[config.mk]
export PLATFORM = sky130hd
export DESIGN_NAME = ram_fifo_ctrl
export DESIGN_NICKNAME = d
export VERILOG_FILES = /design/src/rtl/ram_fifo_ctrl.sv
export SDC_FILE = /design/constraint.sdc
export NUM_CORES = 1
export LEC_CHECK = 0
export CAP_MARGIN = 20
export CORE_MARGIN = 4
export CORE_UTILIZATION = 37
export CTS_CLUSTER_SIZE = 8
export DETAILED_ROUTE_END_ITERATION = 12
export PLACE_DENSITY_LB_ADDON = 0.2
export SLEW_MARGIN = 40
export SYNTH_ARGS = -nofsm -noshare
export SYNTH_HDL_FRONTEND = slang
export SYNTH_SLANG_ARGS = --single-unit
[constraint.sdc]
create_clock -name clk -period 2.9 [get_ports clk]
set_input_delay 0.435 -clock clk [delete_from_list [all_inputs] [get_ports clk]]
set_output_delay 0.435 -clock clk [all_outputs]
set_load 0.05 [all_outputs]
[src/rtl/ram_fifo_ctrl.sv]
// ram_fifo_ctrl: 16-entry byte FIFO controller driving a single-port 16x8 synchronous-read RAM.
// Define RAM_FIFO_ERR_EN to enable sticky overflow/underflow flags (tied to 0 otherwise).
module ram_fifo_ctrl (
  input  logic       clk,
  input  logic       reset,
  input  logic       push,
  input  logic [7:0] push_data,
  output logic       push_ready,
  input  logic       pop,
  output logic       pop_valid,
  output logic [7:0] pop_data,
  output logic [4:0] count,
  output logic       full,
  output logic       empty,
  output logic       overflow,
  output logic       underflow,
  output logic [3:0] ram_addr,
  output logic [7:0] ram_data_in,
  output logic       ram_write_enable,
  input  logic [7:0] ram_data_out
);
  typedef enum logic {IDLE, RD_WAIT} state_t;
  state_t state, state_nxt;
  logic [3:0] wr_ptr, rd_ptr;
  logic pop_acc, push_acc;
  assign full = count == 5'd16;
  assign empty = count == 5'd0;
  assign pop_acc = state == IDLE && pop && !empty;
  assign push_ready = state == IDLE && !full && !(pop && !empty);
  assign push_acc = push && push_ready;
  assign ram_addr = push_acc ? wr_ptr : rd_ptr;
  assign ram_data_in = push_data;
  assign ram_write_enable = push_acc && !reset;
  always_ff @(posedge clk)
    state <= reset ? IDLE : state_nxt;
  always_comb begin
    state_nxt = state;
    state_nxt = state == IDLE ? (pop_acc ? RD_WAIT : IDLE) : IDLE;
  end
  // RAM output is valid during RD_WAIT, one clock after the read address
  always_ff @(posedge clk)
    if (reset) begin
      wr_ptr    <= 4'd0;
      rd_ptr    <= 4'd0;
      count     <= 5'd0;
      pop_valid <= 1'b0;
      pop_data  <= 8'h00;
    end else begin
      pop_valid <= state == RD_WAIT;
      if (state == RD_WAIT) pop_data <= ram_data_out;
      if (push_acc) wr_ptr <= wr_ptr + 4'd1;
      if (pop_acc) rd_ptr <= rd_ptr + 4'd1;
      count <= count + {4'd0, push_acc} - {4'd0, pop_acc};
    end
`ifdef RAM_FIFO_ERR_EN
  always_ff @(posedge clk)
    if (reset) begin
      overflow  <= 1'b0;
      underflow <= 1'b0;
    end else begin
      if (push && full) overflow <= 1'b1;
      if (pop && empty && state == IDLE) underflow <= 1'b1;
    end
`else
  assign overflow = 1'b0;
  assign underflow = 1'b0;
`endif
endmodule

==> tab_implementation.tex <==
\begin{tabular}{lr}
\hline
Metric & Value \\
\hline
\multicolumn{2}{l}{\textbf{Critical path}} \\
Top fanout value on the critical path & 3 \\
Setup CP Type & reg2reg \\
Setup slack, reg-to-reg & -0.08 ns \\
Kind of capture point of the worst setup path & flop \\
Data arrival time at the worst-slack endpoint & 3.23 ns \\
Nature of the critical path startpoint & flop \\
WP data required & 3.15 ns \\
\multicolumn{2}{l}{\textbf{STA}} \\
Unrepaired setup endpoints after global routing & yes \\
Clock skew & approximately 0.0042 ns \\
Final critical-path setup slack & -0.08194 ns \\
Final Critical Period & 2.982 ns \\
Max Freq & 0.3354 GHz \\
Setup Total Neg Slack & -0.08194 ns \\
Final Hold Violating Endpoints & 0 \\
Transition time at the pin with the least slew margin & between 0.5 and 0.6 ns \\
Final setup violation count & 1 \\
Post-route fraction of the period consumed by the critical path & 102.8\% \\
Total count of max-transition violations in the final report & 0 \\
Max-slew headroom at the worst pin & 65.60\% \\
\multicolumn{2}{l}{\textbf{Synthesis}} \\
Fraction of post-synthesis cell area in the top cell type by area & 38.66\% \\
Dominant register cell in the synthesized netlist & sky130\_fd\_sc\_hd\_\_dfxtp\_1 \\
Portion of the post-synthesis area used by sequential elements & 38.66\% \\
Most numerous cell types in the synthesized netlist & 23 x sky130\_fd\_sc\_hd\_\_dfxtp\_1, 18 x sky130\_fd\_sc\_hd\_\_nor2\_1, 10 x sky130\_fd\_sc\_hd\_\_buf\_4, 10 x sky130\_fd\_sc\_hd\_\_mux2i\_1, 9 x sky130\_fd\_sc\_hd\_\_inv\_1 \\
Yosys Warn Count & 0 \\
Fraction of registers with async set/reset & 0\% \\
Number of distinct library cells after synthesis & 28 \\
Count of flip-flops with a built-in enable after synthesis & 0 \\
Main area contributors after synthesis & sky130\_fd\_sc\_hd\_\_dfxtp\_1 39\%, sky130\_fd\_sc\_hd\_\_ha\_1 8.4\%, sky130\_fd\_sc\_hd\_\_mux2i\_1 8.4\%, sky130\_fd\_sc\_hd\_\_buf\_4 6.3\%, sky130\_fd\_sc\_hd\_\_nor2\_1 5.7\% \\
Post-synthesis register bit count & 23 \\
Mean area per synthesized cell & roughly 9.8 um\^{}2 \\
Cell type with the highest aggregate area in the netlist & sky130\_fd\_sc\_hd\_\_dfxtp\_1 \\
Cell count after synthesis & between 100 and 150 \\
Most frequent cell after synthesis & sky130\_fd\_sc\_hd\_\_dfxtp\_1 \\
Post-synthesis cell area & 1191 um\^{}2 \\
\multicolumn{2}{l}{\textbf{Pwr}} \\
Largest voltage drop on the vdd net & 0.0003398 V \\
Switching power of the nets & roughly 800 uW \\
Sequential fraction of design power & 27.1\% \\
Power per cell area & 1038 nW/um\^{}2 \\
Static Leak & approximately 0.67 nW \\
Switching Share & 44.72\% \\
Internal Dissipation & 966.8 uW \\
Relative contribution of the clock network to total power & 8.2\% \\
Combinational power share & 64.7\% \\
\multicolumn{2}{l}{\textbf{Final layout}} \\
Relative area change from synthesis to final layout & 41.49\% \\
Post-layout instance count excluding filler cells & 201 \\
Fill count & 295 \\
Share of cells above drive strength 1 & 28.66\% \\
Final antenna diode count & 0 \\
Final-stage net count & 187 \\
Final standard cell utilization of the core & 54.76\% \\
\multicolumn{2}{l}{\textbf{Routing}} \\
Uppermost layer routed & met3 \\
Per-cell routed wire length & approximately 12 um \\
Vias & 927 \\
Post-detailed-routing wire length & 2.372 mm \\
Detailed Route Iter0 Violations & 17 \\
Detailed Routing Iterations Pass 1 & 2 \\
Detailed-routed wire length on met3 & 174 um \\
DRC & 0 \\
Wire length on met1 & 1.084 mm \\
Detail Route Antenna Nets & 0 \\
Metal2 WL & roughly 1.1 mm \\
Number of vias per cell after detailed routing & 4.612 \\
\multicolumn{2}{l}{\textbf{Clocking}} \\
Clock sink count & 23 \\
Clock tree from TritonCTS & done \\
H-tree levels & 1 \\
Maximum root-to-sink buffer count & 2 \\
Number of buffers created by CTS & 3 \\
Root cell of the clock tree & sky130\_fd\_sc\_hd\_\_clkbuf\_4 \\
Worst skew pair latency & roughly 0.30 ns \\
Clock-pin slew reported for the worst setup and hold paths after clock tree synthesis & roughly 0.12 ns \\
\multicolumn{2}{l}{\textbf{Floorplanning}} \\
Placeable core area & 3078 um\^{}2 \\
Overall die area & about 4200 um\^{}2 \\
Starting utilization of the core area & 38.70\% \\
Top-Level Pins & 52 \\
Die X-Extent & around 65 um \\
Site Rows & 20 \\
Die outline height & $\sim$65 um \\
\multicolumn{2}{l}{\textbf{GRT}} \\
Global-route wire length before repair & 3.967 mm \\
Vias in the first global route & 929 \\
Largest net degree at the start of global routing & 24 \\
GR Util All Layers & 11.56\% \\
Number of antenna violations at the first check in global routing & 0 \\
Grt total ovfl & 0 \\
\multicolumn{2}{l}{\textbf{Place}} \\
Placed cell count & between 150 and 200 \\
Port Buf Inserts & 33 \\
Global placement routability congestion & 0.6700 \\
Post-detailed-placement half-perimeter wirelength & roughly 1.8 mm \\
Worst setup slack after placement & -0.05472 ns \\
\multicolumn{2}{l}{\textbf{Run status}} \\
Run status & finished with violations \\
Violations in the final reports & setup timing \\
\multicolumn{2}{l}{\textbf{Hold path}} \\
Worst hold path type & reg2reg \\
\multicolumn{2}{l}{\textbf{Job}} \\
Max-capacitance violation count & 0 \\
\hline
\end{tabular}
what timing repair did:
action,CTS,global route
hold buffers,0,0
setup buffers,0,6
setup endpoints to repair,1,6
pin swaps,0,6
gates resized for setup,1,3
power groups by stage:
stage | Sequential [mW] | Combinational (mW) | Clock (mW)
after detailed placement | 0.481 | 1.05 | 0
after global placement | 0.478 | 1.04 | 0
final | 0.475 | 1.13 | 0.143
after floorplan | 0.620 | 0.660 | 0
after CTS | 0.476 | 1.07 | 0.152
after global routing | 0.489 | 1.23 | 0.167
flip-flops by register name (all words and copies together), names as in the netlist:
signal and count:
count 5, wr_ptr 4, pop_data 8, pop_valid 1
state 1, rd_ptr 4
cells by family after synthesis:
group                    synth area share (%)
AND/OR/NAND/NOR                         15.02
AO/OA/AOI/OAI                           7.563
XOR/XNOR                                5.147
multiplexers                            12.18
flip-flops                              38.66
buffers and inverters                   11.03
adder cells (fa/ha/maj)                 10.08
other                                  0.3148
routing by layer:
layer  GRT usage, %  up-vias
met5              0        -
met3          3.640        0
met1          13.62      433
met2          19.80       31
met4          3.694        0
li1               -      463
critical path, cell delays in order, from the launching register on:
cell	delay, ns
sky130_fd_sc_hd__dfxtp_4	0.38
sky130_fd_sc_hd__inv_4	0.06
sky130_fd_sc_hd__ha_4	0.13
sky130_fd_sc_hd__or3b_4	0.39
sky130_fd_sc_hd__a2111oi_4	0.39
sky130_fd_sc_hd__inv_2	0.10
sky130_fd_sc_hd__ha_4	0.27
sky130_fd_sc_hd__inv_2	0.04
sky130_fd_sc_hd__ha_4	0.15
sky130_fd_sc_hd__fa_2	0.35
sky130_fd_sc_hd__a21oi_2	0.12
sky130_fd_sc_hd__nor2_1	0.05
sky130_fd_sc_hd__or3_1	0.38
sky130_fd_sc_hd__a21oi_2	0.13
worst paths after layout:
path / start / endpoint / cells after the start
setup / recovery: count[3]$_SDFF_PP0_ / count[4]$_SDFF_PP0_ / 13
hold / removal: pop_data[7]$_SDFFE_PP0P_ / pop_data[7]$_SDFFE_PP0P_ / 2
hold reg to reg: pop_data[7]$_SDFFE_PP0P_ / pop_data[7]$_SDFFE_PP0P_ / 2
setup reg to reg: count[3]$_SDFF_PP0_ / count[4]$_SDFF_PP0_ / 13
final cells by class:
class	instances	area, um^2	share of cell area, %
clock buffer	4	26.28	1.559
sequential	23	470.5	27.91
tap	44	55.05	3.267
inverter	9	38.79	2.301
multi-input combinational	76	674.4	40.01
timing repair buffer	45	420.4	24.94
through the flow:
| step | total power, mW | hold WS (ns) | cell area [um^2] |
|---|---|---|---|
| floorplan | 1.280 | 0.4806 | 1255 |
| global placement | 1.519 | 0.4709 | 1595 |
| detailed placement | 1.535 | 0.4918 | 1595 |
| CTS | 1.699 | 0.5248 | 1632 |
| global route | 1.883 | 0.5584 | 1685 |
| finish | 1.749 | 0.5183 | 1685 |
cell usage in the layout (no fill, tap or decap), types with 2 or more instances in the layout:
| cell | instances |
|---|---|
| sky130_fd_sc_hd__a21o_2 | 2 |
| sky130_fd_sc_hd__a21oi_1 | 3 |
| sky130_fd_sc_hd__a21oi_2 | 2 |
| sky130_fd_sc_hd__buf_4 | 16 |
| sky130_fd_sc_hd__clkbuf_4 | 3 |
| sky130_fd_sc_hd__clkdlybuf4s50_1 | 28 |
| sky130_fd_sc_hd__conb_1 | 2 |
| sky130_fd_sc_hd__dfxtp_1 | 19 |
| sky130_fd_sc_hd__dfxtp_2 | 2 |
| sky130_fd_sc_hd__dfxtp_4 | 2 |
| sky130_fd_sc_hd__ha_1 | 5 |
| sky130_fd_sc_hd__ha_4 | 3 |
| sky130_fd_sc_hd__inv_1 | 5 |
| sky130_fd_sc_hd__inv_2 | 2 |
| sky130_fd_sc_hd__inv_4 | 2 |
| sky130_fd_sc_hd__mux2_2 | 4 |
| sky130_fd_sc_hd__mux2i_1 | 10 |
| sky130_fd_sc_hd__nand3_1 | 3 |
| sky130_fd_sc_hd__nor2_1 | 18 |
| sky130_fd_sc_hd__nor2b_1 | 4 |
| sky130_fd_sc_hd__xnor2_1 | 6 |
Note: power is estimated with default switching activity, not from simulation.
